<file path="src/rtl/decoder_pulse.sv">
// Time-to-pulse decoder: turns the slot of each line's first active-low pulse
// within a MAX_VALUE+1 slot window back into a binary value.
module decoder_pulse #(
    parameter int NUM_LINES = 4,
    parameter int MAX_VALUE = 8,
    localparam int W = $clog2(MAX_VALUE + 1)
) (
    input  logic                   clock,
    input  logic                   reset,
    input  logic                   frame_start,
    input  logic [NUM_LINES-1:0]   incoming_lines,
    output logic [NUM_LINES*W-1:0] outgoing_values,
    output logic [NUM_LINES-1:0]   outgoing_missing,
    output logic                   outgoing_valid,
    input  logic                   outgoing_ready,
    output logic                   busy,
    output logic                   overrun
);

    // Handshake: outgoing_valid holds with stable values/missing until a cycle
    // where outgoing_valid && outgoing_ready; that cycle transfers the result.
    typedef enum logic [1:0] {S_IDLE, S_WINDOW, S_HOLD} state_t;

    localparam logic [W-1:0] MAX_W = W'(MAX_VALUE);

    state_t                 state_q, state_d;
    logic [W-1:0]           slot_q, slot_d;
    logic [NUM_LINES-1:0]   captured_q, captured_d;
    logic [NUM_LINES*W-1:0] values_q, values_d;
    logic [NUM_LINES-1:0]   missing_q, missing_d;
    logic                   valid_q, valid_d;
    logic                   busy_q, busy_d;
    logic                   overrun_q, overrun_d;
    logic [W-1:0]           slot_value;

    // slot_q never exceeds MAX_VALUE, so this cannot underflow.
    assign slot_value = MAX_W - slot_q;

    always_comb begin
        state_d    = state_q;
        slot_d     = slot_q;
        captured_d = captured_q;
        values_d   = values_q;
        missing_d  = missing_q;
        overrun_d  = 1'b0;
        case (state_q)
            S_IDLE: begin
                if (frame_start) begin
                    state_d    = S_WINDOW;
                    slot_d     = '0;
                    captured_d = '0;
                    values_d   = '0;
                    missing_d  = '0;
                end
            end
            S_WINDOW: begin
                for (int i = 0; i < NUM_LINES; i++) begin
                    if (!captured_q[i] && !incoming_lines[i]) begin
                        values_d[i*W +: W] = slot_value;
                        captured_d[i]      = 1'b1;
                    end
                end
                if (frame_start) overrun_d = 1'b1;
                if (slot_q == MAX_W) begin
                    state_d   = S_HOLD;
                    missing_d = ~captured_d;
                end else begin
                    slot_d = slot_q + W'(1);
                end
            end
            S_HOLD: begin
                if (outgoing_ready) begin
                    // A start coinciding with the handshake reopens the window directly.
                    if (frame_start) begin
                        state_d    = S_WINDOW;
                        slot_d     = '0;
                        captured_d = '0;
                        values_d   = '0;
                        missing_d  = '0;
                    end else begin
                        state_d = S_IDLE;
                    end
                end else if (frame_start) begin
                    overrun_d = 1'b1;
                end
            end
            default: state_d = S_IDLE;
        endcase
        valid_d = (state_d == S_HOLD);
        busy_d  = (state_d != S_IDLE);
    end

    always_ff @(posedge clock or posedge reset) begin
        if (reset) begin
            state_q    <= S_IDLE;
            slot_q     <= '0;
            captured_q <= '0;
            values_q   <= '0;
            missing_q  <= '0;
            valid_q    <= 1'b0;
            busy_q     <= 1'b0;
            overrun_q  <= 1'b0;
        end else begin
            state_q    <= state_d;
            slot_q     <= slot_d;
            captured_q <= captured_d;
            values_q   <= values_d;
            missing_q  <= missing_d;
            valid_q    <= valid_d;
            busy_q     <= busy_d;
            overrun_q  <= overrun_d;
        end
    end

    assign outgoing_values  = values_q;
    assign outgoing_missing = missing_q;
    assign outgoing_valid   = valid_q;
    assign busy             = busy_q;
    assign overrun          = overrun_q;

endmodule
</file>
<file path="config.mk">
export PLATFORM = sky130hd
export DESIGN_NAME = decoder_pulse
export DESIGN_NICKNAME = d
export VERILOG_FILES = /design/src/rtl/decoder_pulse.sv
export SDC_FILE = /design/constraint.sdc
export NUM_CORES = 1
export LEC_CHECK = 0
export CAP_MARGIN = 20
export CORE_MARGIN = 4
export CORE_UTILIZATION = 30
export CTS_CLUSTER_DIAMETER = 150
export CTS_CLUSTER_SIZE = 10
export DETAILED_ROUTE_END_ITERATION = 6
export RECOVER_POWER = 25
export SLEW_MARGIN = 20
export SYNTH_ARGS = -nofsm -noshare
export SYNTH_HDL_FRONTEND = slang
export SYNTH_SLANG_ARGS = --single-unit
export TNS_END_PERCENT = 10
</file>
<file path="constraint.sdc">
create_clock -name clock -period 2.4 [get_ports clock]
set_clock_uncertainty 0.15 [all_clocks]
set_input_delay 0.48 -clock clock [delete_from_list [all_inputs] [get_ports clock]]
set_output_delay 0.48 -clock clock [all_outputs]
set_load 0.02 [all_outputs]
</file>
==> results of run 1 <==
synthesized netlist by cell type (5+ instances only):
cell,number,share of area [%]
ha_1,6,4.2
mux2_2,9,5.7
buf_2,7,2.0
o21ai_0,14,3.9
nand2_1,5,1.0
o211ai_1,12,5.0
dfrtp_1,33,46
nand3_1,13,3.6
inv_1,9,1.9
cells in the final DEF, fill, tap and decap left out, drive strengths merged, types with 2 or more instances in the layout:
cell / synthesis / layout
nand3: 13 / 13
o22a: 4 / 4
o31ai: 2 / 2
buf: 10 / 9
and3b: 3 / 3
inv: 9 / 9
or3: 4 / 4
dfrtp: 33 / 33
nand3b: 3 / 3
o211ai: 12 / 12
mux2: 9 / 9
o311ai: 2 / 2
nand2: 5 / 5
and2: 2 / 2
clkdlybuf4s50: 0 / 29
o21ai: 14 / 14
nor2: 3 / 3
a2111oi: 2 / 2
clkbuf: 3 / 8
nand2b: 4 / 4
nor4: 4 / 4
o22ai: 2 / 2
a21oi: 2 / 2
nor2b: 2 / 2
ha: 6 / 6
nand4: 2 / 2
a32o: 2 / 2
registers in the layout (all words and copies together) (netlist names):
signal	cells
outgoing_valid	1
captured_q	4
outgoing_missing	4
outgoing_values	16
busy	1
state_q	2
overrun	1
slot_q	4
report_power, final:
group	leakage (nW)	total, W	internal, W	switching [W]
sequential	0.430	0.000924	0.000762	0.000162
combinational	0.491	0.00157	0.000746	0.000820
clock	0.0542	0.000480	0.000259	0.000221
total	0.976	0.00297	0.00177	0.00120
path summary, 6_finish.rpt:
| check | end | cells after the start | slack [ps] | start |
|---|---|---|---|---|
| max | slot_q[0]$_DFFE_PP0P_ | 5 | 340 | slot_q[0]$_DFFE_PP0P_ |
| min | outgoing_values[15]$_DFFE_PP0P_ | 1 | 360 | outgoing_values[15]$_DFFE_PP0P_ |
| max reg2reg | slot_q[0]$_DFFE_PP0P_ | 5 | 340 | slot_q[0]$_DFFE_PP0P_ |
| min reg2reg | outgoing_values[15]$_DFFE_PP0P_ | 1 | 360 | outgoing_values[15]$_DFFE_PP0P_ |
| max in group asynchronous | captured_q[3]$_DFFE_PP0P_ | 3 | 850 | reset |
| min in group asynchronous | outgoing_values[7]$_DFFE_PP0P_ | 3 | 710 | reset |
metrics by stage:
step	power, W	setup slack, ps
detailed placement	0.00250	198
CTS	0.00300	360
global route	0.00318	189
finish	0.00297	345
floorplan	0.00192	508
global placement	0.00249	198
cells by family after synthesis:
kind of cell               share of synthesized area, %
and+or+nand+nor                                    15.3
adders and majority gates                          4.20
muxes                                              5.67
xor gates and xnor gates                          0.490
buffers and inverters                              5.95
DFF                                                46.2
AOI/OAI and AO/OA                                  22.3
worst register-to-register path: cells and delay by family, from the launching register on:
kind | cells | cell delay (ps)
multiplexers | 1 | 260
AO/OA/AOI/OAI | 1 | 410
buffers and inverters | 1 | 110
AND/OR/NAND/NOR | 1 | 270
adder cells (fa/ha/maj) | 1 | 250
flip-flops | 1 | 490
routing by layer:
metal	track usage, %	wire length [um]
met1	19.1	2330
met2	19.1	1880
met3	4.66	286
met4	3.45	40
met5	0	0
cell type report:
| cell class | instances | area (um^2) |
|---|---|---|
| multi-input combinational | 118 | 856 |
| inverter | 9 | 33.8 |
| clock inverter | 1 | 5.00 |
| clock buffer | 7 | 96.3 |
| fill | 554 | 3350 |
| timing repair buffer | 40 | 385 |
| tap | 72 | 90.1 |
| sequential | 33 | 826 |
==> impl_metrics.tcl, run 1 <==
set metrics [dict create \
    status "complete, no violations" \
    setup_viol 0 \
    clk_pin_slew_ps 70 \
    die_y_um 85.2 \
    port_buffers 30 \
    path_buf_inv 1 \
    clkLatencyLatePin_ps 290 \
    critPathCaptureType "flip-flop" \
    ys_seq_area_share_pct 46.2 \
    critPathMaxStageDelay_ps 490 \
    ctsHoldBuffers 0 \
    cts-resized-gates 0 \
    num_rows 27 \
    via_per_inst 5.38 \
    crit_slowest_cell "dfrtp_1" \
    routed_wl_um 4540 \
    timing.final.crit_share_pct 85.6 \
    num_vias 1506 \
    io_pins 31 \
    grt_first_pass_wirelength_um 7710 \
    stdcell_count 280 \
    worstMarginPinSlew_ps 848 \
    hold_slack_ps 361 \
    postCtsSetupBuffers 0 \
    cts_tree "done" \
    fmax_ghz 0.487 \
    drt_iter0_drc 103 \
    fin_nets 221 \
    place_hpwl_um 3120 \
    p_per_area_nw_per_um2 1300 \
    ant_nets 0 \
    synth_edf_count 0 \
    grt_use_total_pct 13.3 \
    dp_cells 272 \
    grt_overflow 0 \
    drt_first_pass_iters 4 \
    critical_path_class "flip-flop to flip-flop" \
    path_cells "inv_1 -> ha_1 -> and3b_1 -> a221o_1 -> mux2_2" \
    vdd_drop_max_uv 468 \
    stdcell_area_um2 2290 \
    min_path_type "flip-flop to flip-flop" \
    ys_warn_count 0 \
    synth_cells 173 \
    numClockSinks 33 \
    hold_violations 0 \
    tns_ps 0 \
    period_minus_slack_ps 2060 \
    grt_max_degree 34 \
    cp-start-kind "flip-flop" \
    grt_setup_unrepaired "false" \
    grt_antenna_before_repair 0 \
    start_util_pct 31.7 \
    n_antenna_cell 0 \
    drc 0 \
    drive_gt1_share_pct 13.9 \
    ys_ff_latch 33 \
    area_growth_pct 28.2 \
    synth_cell_types 46 \
    gp_congestion 0.834 \
    synthArstFlopShare_pct 100 \
    ctsHtreeMaxLevel 2 \
    arrival_ps 2090 \
    cap_violations 0 \
    worst-endpoint-required_ps 2430 \
    core_region_area_um2 5640 \
    cellLeakagePower_nw 0.976 \
    numCtsBuffers 5 \
    clockRootBuffer "clkbuf_8" \
    synthesis.area_um2 1790 \
    clock_path_buffers 2 \
    wl_per_cell_um 16.2 \
    dieWidth_um 85.2 \
    ys.flop_type "dfrtp_1" \
    avgSynthCellArea_um2 10.3 \
    syn_nets 187 \
    slew_headroom_pct 43.5 \
    dieArea_um2 7260 \
    drv_slew 0 \
    final_core_util_pct 40.6 \
    path_max_fanout 7 \
    grt_pass1_vias 1522 \
    cpLargestDelayFamily "flip-flops" \
    place_area_um2 2190 \
]
No activity file was read; power rests on OpenSTA's default activity.
==> run 2: changes to the inputs <==
--- a/config.mk
+++ b/config.mk
@@ -11,9 +11,10 @@
 export CTS_CLUSTER_DIAMETER = 150
 export CTS_CLUSTER_SIZE = 10
 export DETAILED_ROUTE_END_ITERATION = 6
+export GPL_ROUTABILITY_DRIVEN = 0
 export RECOVER_POWER = 25
 export SLEW_MARGIN = 20
 export SYNTH_ARGS = -nofsm -noshare
 export SYNTH_HDL_FRONTEND = slang
 export SYNTH_SLANG_ARGS = --single-unit
-export TNS_END_PERCENT = 10
+export TNS_END_PERCENT = 5
==> results of run 2 <==
The final DEF is identical to that of run 1; final timing and power are the same.
